===== config.mk =====
export PLATFORM = sky130hd
export DESIGN_NAME = uart_alu_ctrl
export DESIGN_NICKNAME = d
export VERILOG_FILES = /design/src/rtl/uart_alu_pkg.sv /design/src/rtl/uart_alu_ctrl_rise_edge_det.sv /design/src/rtl/uart_alu_ctrl.sv
export SDC_FILE = /design/constraint.sdc
export NUM_CORES = 1
export LEC_CHECK = 0
export ABC_AREA = 1
export BUFFER_PORTS_ARGS = -buffer_cell sky130_fd_sc_hd__clkbuf_2
export CAP_MARGIN = 20
export CORE_ASPECT_RATIO = 1.2
export CORE_UTILIZATION = 54
export DETAILED_ROUTE_END_ITERATION = 12
export PLACE_DENSITY = 0.81
export SLEW_MARGIN = 10
export SYNTH_ARGS = -nofsm -noshare
export SYNTH_HDL_FRONTEND = slang
export SYNTH_SLANG_ARGS = --single-unit

===== constraint.sdc =====
create_clock -name i_clk -period 1.72 [get_ports i_clk]
set_input_delay 0.344 -clock i_clk [delete_from_list [all_inputs] [get_ports i_clk]]
set_output_delay 0.344 -clock i_clk [all_outputs]
set_load 0.005 [all_outputs]

===== src/rtl/uart_alu_pkg.sv =====
// uart_alu_pkg
// Shared definitions for the UART/ALU sequencer:
//   - 3-bit FSM state encoding used by uart_alu_ctrl
//   - ALU opcode constants (6-bit, MIPS funct style) for software and benches
package uart_alu_pkg;

  localparam logic [2:0] ST_IDLE    = 3'd0;
  localparam logic [2:0] ST_GET_B   = 3'd1;
  localparam logic [2:0] ST_GET_OP  = 3'd2;
  localparam logic [2:0] ST_EXEC    = 3'd3;
  localparam logic [2:0] ST_WAIT_TX = 3'd4;

  localparam logic [5:0] OP_ADD = 6'b100000;
  localparam logic [5:0] OP_SUB = 6'b100010;
  localparam logic [5:0] OP_AND = 6'b100100;
  localparam logic [5:0] OP_OR  = 6'b100101;
  localparam logic [5:0] OP_XOR = 6'b100110;
  localparam logic [5:0] OP_NOR = 6'b100111;
  localparam logic [5:0] OP_SRA = 6'b000011;
  localparam logic [5:0] OP_SRL = 6'b000010;

endpackage


===== src/rtl/uart_alu_ctrl_rise_edge_det.sv =====
// rise_edge_det
// Turns a pulse-or-level flag into a single-cycle event on its rising edge.
// Ports:
//   clk   in  system clock, rising edge
//   rst_n in  asynchronous active-low reset (history cleared to 0)
//   level in  flag to watch
//   evt   out high for the cycle in which level is 1 and was 0 on the last edge
module rise_edge_det (
  input  logic clk,
  input  logic rst_n,
  input  logic level,
  output logic evt
);

  logic prev;

  always_ff @(posedge clk or negedge rst_n) begin
    if (!rst_n) prev <= 1'b0;
    else        prev <= level;
  end

  assign evt = level & ~prev;

endmodule


===== src/rtl/uart_alu_ctrl.sv =====
// uart_alu_ctrl
// Sequencer between a UART tx/rx pair and a combinational ALU. Collects
// operand A, operand B and opcode bytes, latches the ALU result, launches a
// one-byte transmit and waits for its completion. Aborts on inter-byte
// timeout and flags bytes that arrive while busy.
// Ports:
//   i_clk, i_rst (async, active-low)
//   i_rx_data/i_rx_valid     received byte + flag (rising edge = new byte)
//   o_tx_data/o_tx_start     result byte + one-cycle tx request
//   i_tx_done                tx-sent flag (rising edge = byte sent)
//   o_alu_a/o_alu_b/o_alu_op registered ALU operands
//   i_alu_result             combinational ALU result
//   o_busy                   high whenever the FSM is not idle
//   o_err_timeout/o_err_overrun sticky error flags, cleared by a new operand A
module uart_alu_ctrl
  import uart_alu_pkg::*;
#(
  parameter int PAYLOAD_SIZE   = 8,
  parameter int OP_SIZE        = 6,
  parameter int TIMEOUT_CYCLES = 1000000
) (
  input  logic                    i_clk,
  input  logic                    i_rst,
  input  logic [PAYLOAD_SIZE-1:0] i_rx_data,
  input  logic                    i_rx_valid,
  output logic [PAYLOAD_SIZE-1:0] o_tx_data,
  output logic                    o_tx_start,
  input  logic                    i_tx_done,
  output logic [PAYLOAD_SIZE-1:0] o_alu_a,
  output logic [PAYLOAD_SIZE-1:0] o_alu_b,
  output logic [OP_SIZE-1:0]      o_alu_op,
  input  logic [PAYLOAD_SIZE-1:0] i_alu_result,
  output logic                    o_busy,
  output logic                    o_err_timeout,
  output logic                    o_err_overrun
);

  localparam int CNT_W = $clog2(TIMEOUT_CYCLES);
  localparam logic [CNT_W-1:0] CNT_LAST = CNT_W'(TIMEOUT_CYCLES - 1);

  logic [2:0]       state;
  logic [CNT_W-1:0] cnt;
  logic             rx_evt;
  logic             tx_evt;

  // Opcode byte bits above OP_SIZE are deliberately ignored.
  logic unused_rx_hi;
  assign unused_rx_hi = ^i_rx_data;

  rise_edge_det u_rx_edge (
    .clk   (i_clk),
    .rst_n (i_rst),
    .level (i_rx_valid),
    .evt   (rx_evt)
  );

  rise_edge_det u_tx_edge (
    .clk   (i_clk),
    .rst_n (i_rst),
    .level (i_tx_done),
    .evt   (tx_evt)
  );

  assign o_busy = (state != ST_IDLE);

  always_ff @(posedge i_clk or negedge i_rst) begin
    if (!i_rst) begin
      state         <= ST_IDLE;
      cnt           <= '0;
      o_tx_data     <= '0;
      o_tx_start    <= 1'b0;
      o_alu_a       <= '0;
      o_alu_b       <= '0;
      o_alu_op      <= '0;
      o_err_timeout <= 1'b0;
      o_err_overrun <= 1'b0;
    end else begin
      // Only EXEC raises tx_start, so this default makes it a 1-cycle pulse.
      o_tx_start <= 1'b0;
      case (state)
        ST_IDLE: begin
          if (rx_evt) begin
            o_alu_a       <= i_rx_data;
            o_err_timeout <= 1'b0;
            o_err_overrun <= 1'b0;
            cnt           <= '0;
            state         <= ST_GET_B;
          end
        end
        ST_GET_B, ST_GET_OP: begin
          // A byte arriving on the expiry edge takes priority over timeout.
          if (rx_evt) begin
            cnt <= '0;
            if (state == ST_GET_B) begin
              o_alu_b <= i_rx_data;
              state   <= ST_GET_OP;
            end else begin
              o_alu_op <= i_rx_data[OP_SIZE-1:0];
              state    <= ST_EXEC;
            end
          end else if (cnt == CNT_LAST) begin
            o_err_timeout <= 1'b1;
            cnt           <= '0;
            state         <= ST_IDLE;
          end else begin
            cnt <= cnt + 1'b1;
          end
        end
        ST_EXEC: begin
          o_tx_data  <= i_alu_result;
          o_tx_start <= 1'b1;
          if (rx_evt) o_err_overrun <= 1'b1;
          state <= ST_WAIT_TX;
        end
        ST_WAIT_TX: begin
          if (rx_evt) o_err_overrun <= 1'b1;
          if (tx_evt) state <= ST_IDLE;
        end
        default: state <= ST_IDLE;
      endcase
    end
  end

endmodule


==> results of run 1 <==
[per-stage QoR]
step	power (W)	setup WS [ns]	area (sq um)	utilization [%]
3_5_place_dp	0.00380	0.0642	3130	66.2
6_report	0.00528	0.142	3380	71.5
3_3_place_gp	0.00373	0.112	3130	66.2
5_1_grt	0.00564	0.0297	3380	71.5
2_1_floorplan	0.00304	0.279	2720	-
4_1_cts	0.00530	0.0472	3380	71.4
[layer usage]
metal,vias to the layer above,wire [um],part of all wire (%)
li1,1219,-,-
met1,1150,2590,42
met2,60,3070,50
met3,14,328,5.4
met4,0,128,2.1
met5,-,0,0
[kinds of logic after synthesis]
logic type	share of synthesized area (%)
adder cells (fa/ha/maj)	0.460
XOR/XNOR	2.58
buffers and inverters	6.49
AND/OR/NAND/NOR	29.3
AO/OA/AOI/OAI	7.82
flip-flops	53.4
[state kept, by name, summed over array words and instances, names as in the netlist]
name / flops
o_alu_b: 8
o_tx_data: 8
o_tx_start: 1
o_alu_a: 8
state: 3
u_rx_edge.prev: 1
o_err_timeout: 1
o_err_overrun: 1
o_alu_op: 6
u_tx_edge.prev: 1
cnt: 20
[synth_stat cells (all sizes together)]
cell type / n / share of area, %
a21oi: 1 / 0.18
buf: 4 / 0.97
clkbuf: 2 / 0.28
clkinv: 1 / 0.14
dfrtp: 58 / 53
ha: 1 / 0.46
inv: 37 / 5.1
nand2: 125 / 18
nand3: 19 / 3.7
nand3b: 1 / 0.28
nand4: 6 / 1.4
nor2: 40 / 5.9
nor3: 2 / 0.37
o21a: 1 / 0.28
o21ai: 33 / 6.1
o21bai: 3 / 0.83
o22ai: 2 / 0.46
xnor2: 2 / 0.64
xor2: 6 / 1.9
[how the worst max path moves through the flow]
stage                        start        to  slack (ns)  depth (start not counted)
after global placement      cnt[0]   cnt[15]        0.11                          8
final                     state[0]    o_busy        0.14                          3
after global routing        cnt[0]   cnt[10]        0.03                         10
after detailed placement    cnt[0]    cnt[6]        0.06                          8
after floorplan             cnt[0]  state[1]        0.28                          9
after CTS                   cnt[0]   cnt[15]        0.05                          8
[area by class of cell]
type / instances / share of cell area, %
Clock buffer: 12 / 4.88
Clock inverter: 4 / 2.15
Inverter: 38 / 4.22
Multi-Input combinational cell: 242 / 32.4
Sequential cell: 58 / 42.9
Tap cell: 58 / 2.15
Timing Repair Buffer: 68 / 11.2
[power groups by stage]
| stage | clock network, W | logic [W] | registers [W] |
|---|---|---|---|
| floorplan | 0 | 0.000968 | 0.00207 |
| global placement | 0 | 0.00168 | 0.00205 |
| detailed placement | 0 | 0.00175 | 0.00206 |
| CTS | 0.00149 | 0.00177 | 0.00204 |
| global route | 0.00156 | 0.00198 | 0.00210 |
| finish | 0.00147 | 0.00177 | 0.00205 |
[worst register-to-register path, delay by kind of cell (launching register included)]
kind,cells,cell delay (ns)
AND/OR/NAND/NOR,4,0.54
AO/OA/AOI/OAI,1,0.08
buffers and inverters,2,0.39
flip-flops,1,0.43
[what timing repair did]
item | in CTS | in global routing
hold buffers | 1 | 0
gates resized for setup | 0 | 3
endpoints found under the hold margin | 4 | 0
setup endpoints to repair | 0 | 9
==> impl_metrics.py, run 1 <==
metrics = {
    "run_status": {
        "outcome": "complete, no violations",
    },
    "logic_synthesis": {
        "synth_cell_type_count": 27,
        "ys_seq_area_share_pct": 53.4,
        "syn_area_per_cell_sq_um": 7.91,
        "syn-num-nets": 365,
        "ys_ff_latch": 58,
        "synth_cells": 344,
        "syn-cell-area_sq_um": 2720,
        "yosys_warnings": 0,
    },
    "placement": {
        "gp_congestion": 0.977,
        "hpwl_um": 4480,
        "dpl.cell_count": 463,
        "io_buffer_count": 53,
    },
    "global_route": {
        "grt_pass1_vias": 2499,
        "grt-ovfl-total": 0,
        "grt_pass1_wl_um": 10500,
        "grt_max_degree": 39,
        "grt.total_usage_pct": 26.9,
        "antenna_found_initial": 0,
        "use_met2_pct": 44.8,
        "met3_usage_pct": 9.86,
        "gr-max-usage-layer": "met2",
        "use_met1_pct": 30.5,
    },
    "clock_network": {
        "clk_pin_slew_ns": 0.07,
        "clock_latency_ns": 0.34,
        "clockBufferDepth": 2,
        "cts.sinks": 58,
        "cts_tree": "built",
        "h-tree-depth": 3,
        "post_cts_buffers": 0,
        "root_buffer": "clkbuf_8",
        "cts_buffers": 9,
    },
    "pwr": {
        "p_leak_nw": 1.82,
        "p_comb_share_pct": 33.4,
        "ir_drop_v": 0.00109,
        "p_switching_w": 0.00185,
        "powerDensity_nw_per_um2": 1560,
        "clockPowerShare_pct": 27.8,
        "p_sw_share_pct": 35.0,
        "p_int_w": 0.00343,
        "sequentialPowerShare_pct": 38.7,
    },
    "die": {
        "rows": 27,
        "die_h_um": 79.7,
        "core-area_sq_um": 4730,
        "die_x_um": 66.8,
        "die-area_sq_um": 5330,
        "start_util_pct": 57.5,
        "pin_count": 54,
    },
    "timing": {
        "rsz0062_at_grt": "no",
        "fin_skew_ns": 0.0147,
        "period_share_pct": 91.7,
        "worstMarginPinSlew_ns": 0.471,
        "setup_tns_ns": 0,
        "holdWs_ns": 0.127,
        "finalSetupViolCount": 0,
        "slew_headroom_pct": 68.6,
        "fmax_ghz": 0.634,
        "min_period_ns": 1.58,
        "hold_violations": 0,
        "slew_violations": 0,
    },
    "finish": {
        "fin_cells": 480,
        "seq_area_sq_um": 1450,
        "drive_above_1_share_pct": 22.7,
        "multi_input_area_sq_um": 1100,
        "final_nets": 438,
        "layout_common_cells": "nand2_1 (120), dfrtp_1 (58), clkbuf_2 (53)",
        "syn_to_final_growth_pct": 24.3,
        "final_common_cell": "nand2_1",
        "nFillCells": 371,
        "n_antenna_cell": 0,
    },
    "critical_path": {
        "r2r_slack_ns": 0.20,
        "slowest_delay_ns": 0.43,
        "critPathKind": "reg -> out",
        "path_buf_inv": 1,
        "path_cells": "nor2_2 -> nand2_2 -> clkbuf_2",
        "cp_max_fo": 5,
        "r2r_cells": 7,
        "r2r-end": "cnt[0]",
        "crit_slowest_cell": "dfrtp_1",
        "cp.required_ns": 1.38,
        "arrival_ns": 1.23,
        "reg2reg_from": "state[0]",
        "critPathTopFamily": "flip-flops",
        "startpoint_type": "register",
        "endpoint_kind": "output pin",
    },
    "min_path": {
        "hold_start": "i_rx_valid",
        "hold_class": "in -> reg",
        "hold_end": "u_rx_edge.prev",
        "hold_path_depth": 1,
    },
    "route": {
        "drtAntennaViolNets": 0,
        "vias": 2443,
        "routed_wl_um": 6120,
        "wire_per_inst_um": 12.8,
        "drt_first_pass_iters": 4,
        "drtIter0Drc": 102,
        "viasPerCell": 5.09,
        "drcViolationCount": 0,
    },
    "flow_run": {
        "maxCapViolCount": 0,
    },
}
Note: power is estimated with default switching activity, not from simulation.
==> run 2, diff against run 1 <==
Settings changed: SYNTH_HIERARCHICAL set to 1.
==> run 2 against run 1 <==
  * The run now ends with negative hold slack left
  * Non-clock buffer count shrank 3
  * Register-to-register slack worse by 0.07 ns
  * Via count decreased by 4.5%
  * Combinational power grew 5%
  * Clock power increased by 5%
  * Sequential share of layout area shrank 0.20 points
  * First-iteration DRC count rose by 33%
  * Largest power group unchanged
==> impl_metrics.py, run 2 <==
metrics = {
    "finish": {
        "final_common_cell": "nand2_1",
        "syn_to_final_growth_pct": 25.3,
        "nFillCells": 376,
        "final_nets": 417,
        "fin_cells": 459,
        "regMostFlops": "cnt",
        "layout_common_cells": "nand2_1 (100), dfrtp_1 (57), clkbuf_2 (53)",
        "final_util_pct": 72.4,
        "n_antenna_cell": 0,
        "largest_register_ffs": 20,
        "drive_above_1_share_pct": 25.4,
    },
    "pwr": {
        "total_power_w": 0.00547,
        "ir_drop_v": 0.000945,
        "powerDensity_nw_per_um2": 1610,
        "p_leak_nw": 1.79,
    },
    "logic_synthesis": {
        "syn-cell-area_sq_um": 2720,
        "synth_cell_type_count": 30,
        "ys_async_sr_fraction_pct": 100,
        "ys_ff_latch": 58,
        "synth_cells": 326,
        "ys_seq_area_share_pct": 53.5,
        "synth.most_common_cell": "nand2_1",
        "yosys_warnings": 6,
        "netlist.top_cell.by_area": "dfrtp_1",
        "synth_flop_cell": "dfrtp_1",
        "synthTopCellsByCount": "nand2_1 (100), dfrtp_1 (58), nor2_1 (35)",
        "synth.area.top_cells": "dfrtp_1 (53%), nand2_1 (14%), o21ai_0 (5.0%)",
        "syn-num-nets": 347,
        "synth_top_area_share_pct": 53.5,
        "syn_area_per_cell_sq_um": 8.33,
        "synth_edf_count": 0,
    },
    "global_route": {
        "use_met2_pct": 41.8,
        "grt-ovfl-total": 0,
        "grt_pass1_vias": 2322,
        "met3_usage_pct": 6.86,
        "grt_max_degree": 59,
        "gr-max-usage-layer": "met2",
        "antenna_found_initial": 0,
        "grt_pass1_wl_um": 9940,
        "use_met1_pct": 30.2,
        "grt.total_usage_pct": 25.4,
    },
    "critical_path": {
        "cp.required_ns": 1.93,
        "r2r_slack_ns": 0.13,
        "cp.depth": 10,
        "slowest_delay_ns": 0.39,
        "startpoint_type": "register",
        "worstSetupStartpoint": "cnt[0]",
        "r2r_cells": 10,
        "cp_max_fo": 5,
        "critPathTopFamily": "simple AND/OR/NAND/NOR gates",
        "path_cells": "ha_2 -> nand2_1 -> inv_1 -> nand3_2 -> inv_1 -> nand3_4 -> nand2_4 -> nand2_1 -> nand2_1 -> o21ai_1",
        "critPathKind": "reg -> reg",
        "cpMostUsedCell": "nand2_1",
        "arrival_ns": 1.80,
        "r2r-end": "state[0]",
        "endpoint_kind": "register",
        "path_buf_inv": 2,
        "reg2reg_from": "cnt[0]",
        "crit_slowest_cell": "dfrtp_1",
    },
    "die": {
        "rows": 27,
        "core-area_sq_um": 4700,
        "die-area_sq_um": 5320,
        "die_x_um": 66.7,
        "start_util_pct": 57.8,
        "pin_count": 54,
        "die_h_um": 79.7,
    },
    "placement": {
        "io_buffer_count": 53,
        "hpwl_um": 4120,
        "gp_congestion": 0.847,
        "dpl.cell_count": 439,
    },
    "clock_network": {
        "cts.sinks": 58,
        "cts_hold_buf": 0,
        "root_buffer": "clkbuf_8",
        "clock_latency_ns": 0.33,
        "cts_buffers": 9,
        "cts_tree": "built",
        "h-tree-depth": 3,
        "clockBufferDepth": 2,
        "clk_pin_slew_ns": 0.07,
    },
    "timing": {
        "slew_headroom_pct": 78.4,
        "fin_skew_ns": 0.00927,
        "holdWs_ns": -0.00685,
        "worstMarginPinSlew_ns": 0.324,
        "hold_violations": 5,
        "period_share_pct": 92.4,
        "finalSetupViolCount": 0,
        "slew_violations": 0,
        "setup_tns_ns": 0,
        "min_period_ns": 1.59,
        "fmax_ghz": 0.629,
    },
    "min_path": {
        "hold_class": "in -> async",
    },
    "route": {
        "drt_first_pass_iters": 4,
        "drcViolationCount": 0,
        "drtAntennaViolNets": 0,
        "drtIter0Drc": 136,
        "wire_per_inst_um": 12.8,
        "vias": 2334,
        "routed_wl_um": 5890,
        "viasPerCell": 5.08,
    },
    "run_status": {
        "violations": "negative hold slack",
        "outcome": "complete, but fails checks",
    },
    "flow_run": {
        "maxCapViolCount": 0,
    },
}
run 2: cell types whose count changed after synthesis, moves of 2 or more:
cell     before  now
nand2_4       1    3
nor2_1       38   35
inv_2         4    2
nor3_1        2    4
a21oi_1       1    5
nand3_1      18   14
nor2_2        1    4
o21ai_1       5    1
nand2_1     122  100
xor2_1        6    8
run 2: through the flow:
step / area, sq um / worst slack (ns)
3_3_place_gp: 3090 / 0.131
3_5_place_dp: 3090 / 0.0446
6_report: 3400 / 0.131
2_1_floorplan: 2720 / 0.291
5_1_grt: 3400 / -0.0270
4_1_cts: 3340 / 0.0297
run 2: worst register-to-register path, delay by kind of cell (launching register included):
| kind | cells | cell delay [ns] |
|---|---|---|
| compound gates | 1 | 0.06 |
| flops | 1 | 0.39 |
| simple gates | 6 | 0.60 |
| fa+ha+maj | 1 | 0.22 |
| buf+inv | 2 | 0.22 |
run 2: how the worst max path moves through the flow:
| stage | to | slack (ns) |
|---|---|---|
| after floorplan | cnt[12] | 0.29 |
| after global placement | state[0] | 0.13 |
| after detailed placement | state[0] | 0.04 |
| after CTS | state[0] | 0.03 |
| after global routing | state[0] | -0.03 |
| final | state[0] | 0.13 |
run 2: layer usage:
| metal | vias to the layer above | share of wire, % |
|---|---|---|
| met5 | - | 0 |
| met4 | 0 | 2.3 |
| met3 | 13 | 4.3 |
| met2 | 62 | 50 |
| met1 | 1088 | 43 |
| li1 | 1171 | - |
run 2: timing repair:
item	in CTS	in global routing
resized for setup	1	8
pin swaps	0	1
endpoints found under the setup margin	1	19
setup buffers	0	4
run 2: report_power, final:
part	switching [W]	internal, W
registers	0.000281	0.00179
clock network	0.000542	0.00101
logic	0.00110	0.000749
total	0.00192	0.00355
run 2: kinds of logic (layout without fill, tap and decap cells):
group | count (synthesis) | count (layout) | synth area share [%]
xor+xnor | 9 | 9 | 2.90
buf+inv | 43 | 118 | 6.31
simple gates | 175 | 175 | 28.5
fa+ha+maj | 1 | 1 | 0.461
compound gates | 40 | 40 | 8.34
flops | 58 | 58 | 53.5
run 2: cell type report:
| class | instances | area, sq um | area share, % |
|---|---|---|---|
| Sequential cell | 58 | 1450 | 42.7 |
| Multi-Input combinational cell | 225 | 1120 | 33.1 |
| Clock inverter | 4 | 98.8 | 2.91 |
| Timing Repair Buffer | 65 | 368 | 10.8 |
| Tap cell | 58 | 72.6 | 2.13 |
| Inverter | 37 | 139 | 4.08 |
| Clock buffer | 12 | 145 | 4.27 |
==> run 3, diff against run 2 <==
Settings changed: BUFFER_PORTS_ARGS -buffer_cell sky130_fd_sc_hd__clkbuf_2 to -buffer_cell sky130_fd_sc_hd__buf_2.
==> run 3 against run 2 <==
  * The run still ends with negative hold slack left
  * Worst setup slack got worse by 0.045 ns
  * Via count increased by 1.3%
  * Die area unchanged
  * First-iteration DRC count decreased by 8.8%
  * Combinational power decreased by 3%
  * Worst hold slack improved by 0.0022 ns
  * Register-to-register slack about the same
  * Sequential power about the same
==> impl_metrics.py, run 3 (synthesis results as in run 2) <==
metrics = {
    "global_route": {
        "grt-ovfl-total": 0,
        "grt_pass1_vias": 2344,
        "grt_max_degree": 59,
        "grt_pass1_wl_um": 10000,
        "antenna_found_initial": 0,
        "grt.total_usage_pct": 25.6,
    },
    "critical_path": {
        "r2r-end": "cnt[15]",
        "worstSetupStartpoint": "state[0]",
        "critPathKind": "reg -> out",
        "reg2reg_from": "state[0]",
        "cp_max_fo": 5,
        "endpoint_kind": "output pin",
        "r2r_slack_ns": 0.12,
        "arrival_ns": 1.29,
        "cp.required_ns": 1.38,
        "r2r_cells": 6,
        "startpoint_type": "register",
    },
    "min_path": {
        "hold_class": "in -> async",
    },
    "flow_run": {
        "maxCapViolCount": 0,
    },
    "die": {
        "rows": 27,
        "core-area_sq_um": 4700,
        "pin_count": 54,
        "die_x_um": 66.7,
        "die_h_um": 79.7,
        "start_util_pct": 57.8,
        "die-area_sq_um": 5320,
    },
    "route": {
        "drcViolationCount": 0,
        "drtIter0Drc": 124,
        "vias": 2365,
        "wire_per_inst_um": 13.1,
        "drt_first_pass_iters": 4,
        "viasPerCell": 5.18,
        "routed_wl_um": 5970,
        "drtAntennaViolNets": 0,
    },
    "clock_network": {
        "cts_tree": "built",
        "cts.sinks": 58,
        "clk_pin_slew_ns": 0.07,
        "clockBufferDepth": 2,
        "cts_buffers": 9,
        "root_buffer": "clkbuf_8",
        "clock_latency_ns": 0.33,
        "h-tree-depth": 3,
    },
    "finish": {
        "final_common_cell": "nand2_1",
        "final_nets": 415,
        "syn_to_final_growth_pct": 24.4,
        "largest_register_ffs": 20,
        "drive_above_1_share_pct": 25.6,
        "n_antenna_cell": 0,
        "layout_common_cells": "nand2_1 (100), dfrtp_1 (57), buf_2 (53)",
        "regMostFlops": "cnt",
    },
    "placement": {
        "place_ws_ns": 0.0819,
        "hpwl_um": 4140,
        "io_buffer_count": 53,
        "gp_congestion": 0.847,
    },
    "timing": {
        "finalSetupViolCount": 0,
        "fin_ws_ns": 0.0863,
        "slew_headroom_pct": 74.8,
        "holdWs_ns": -0.00467,
        "min_period_ns": 1.63,
        "period_share_pct": 95.0,
        "fmax_ghz": 0.612,
        "fin_skew_ns": 0.00553,
        "worstMarginPinSlew_ns": 0.376,
        "slew_violations": 0,
        "setup_tns_ns": 0,
        "hold_violations": 6,
    },
    "pwr": {
        "powerDensity_nw_per_um2": 1590,
        "p_leak_nw": 1.78,
        "ir_drop_v": 0.00104,
        "total_power_w": 0.00538,
    },
    "run_status": {
        "violations": "negative hold slack",
        "outcome": "complete, but fails checks",
    },
}
-- run 3: changes by cell type in the layout (fill, tap and decap cells not counted), moves of 2 or more --
cell      change
buf_4         -2
clkbuf_2     -53
clkbuf_1      -2
buf_2        +53
clkinv_2      +2
-- run 3: power breakdown --
part | internal [W] | leakage (nW) | total, W | switching (W)
registers | 0.00179 | 0.750 | 0.00207 | 0.000273
clock network | 0.000961 | 0.120 | 0.00151 | 0.000549
logic | 0.000712 | 0.912 | 0.00180 | 0.00109
total | 0.00347 | 1.78 | 0.00538 | 0.00191
-- run 3: metal layers --
layer | routed length [um] | up-vias | global-route usage (%)
met4 | 108 | 0 | 13.6
li1 | - | 1171 | -
met3 | 237 | 12 | 5.00
met2 | 2960 | 64 | 41.8
met5 | 0 | - | 0
met1 | 2660 | 1118 | 31.4
-- run 3: stage by stage --
stage / instance area [sq um] / util (%) / std cells
2_1_floorplan: 2720 / - / 326
3_3_place_gp: 3090 / 65.9 / 439
3_5_place_dp: 3090 / 65.9 / 439
4_1_cts: 3340 / 71.0 / 455
5_1_grt: 3380 / 71.9 / 457
6_report: 3380 / 71.9 / 457
-- run 3: what timing repair did --
item                                    in CTS  in global routing
buffers inserted                             0                  2
endpoints found under the setup margin       1                 16
hold buffers                                 0                  0
pin swaps                                    0                  2
gates resized for setup                      1                  7
-- run 3: final cells by class --
| cell class | instances | area (sq um) |
|---|---|---|
| Multi-Input combinational cell | 225 | 1120 |
| Inverter | 37 | 139 |
| Tap cell | 58 | 72.6 |
| Clock buffer | 9 | 124 |
| Fill cell | 346 | 1320 |
| Clock inverter | 7 | 116 |
| Sequential cell | 58 | 1450 |
| Timing Repair Buffer | 63 | 353 |
-- run 3: how the worst max path moves through the flow --
stage                        end  slack [ns]  depth (start not counted)
finish                    o_busy        0.09                          5
global route        o_tx_data[1]      -0.006                          5
CTS                       o_busy        0.01                          5
detailed placement      state[0]        0.08                         10
global placement        state[0]        0.13                         10
floorplan                cnt[12]        0.29                         10
-- run 3: worst max-delay path, stage by stage, from the launching register on --
cell	delay (ns)
dfrtp_1	0.45
inv_2	0.09
nand2_2	0.10
nor2_4	0.13
inv_1	0.07
buf_2	0.12
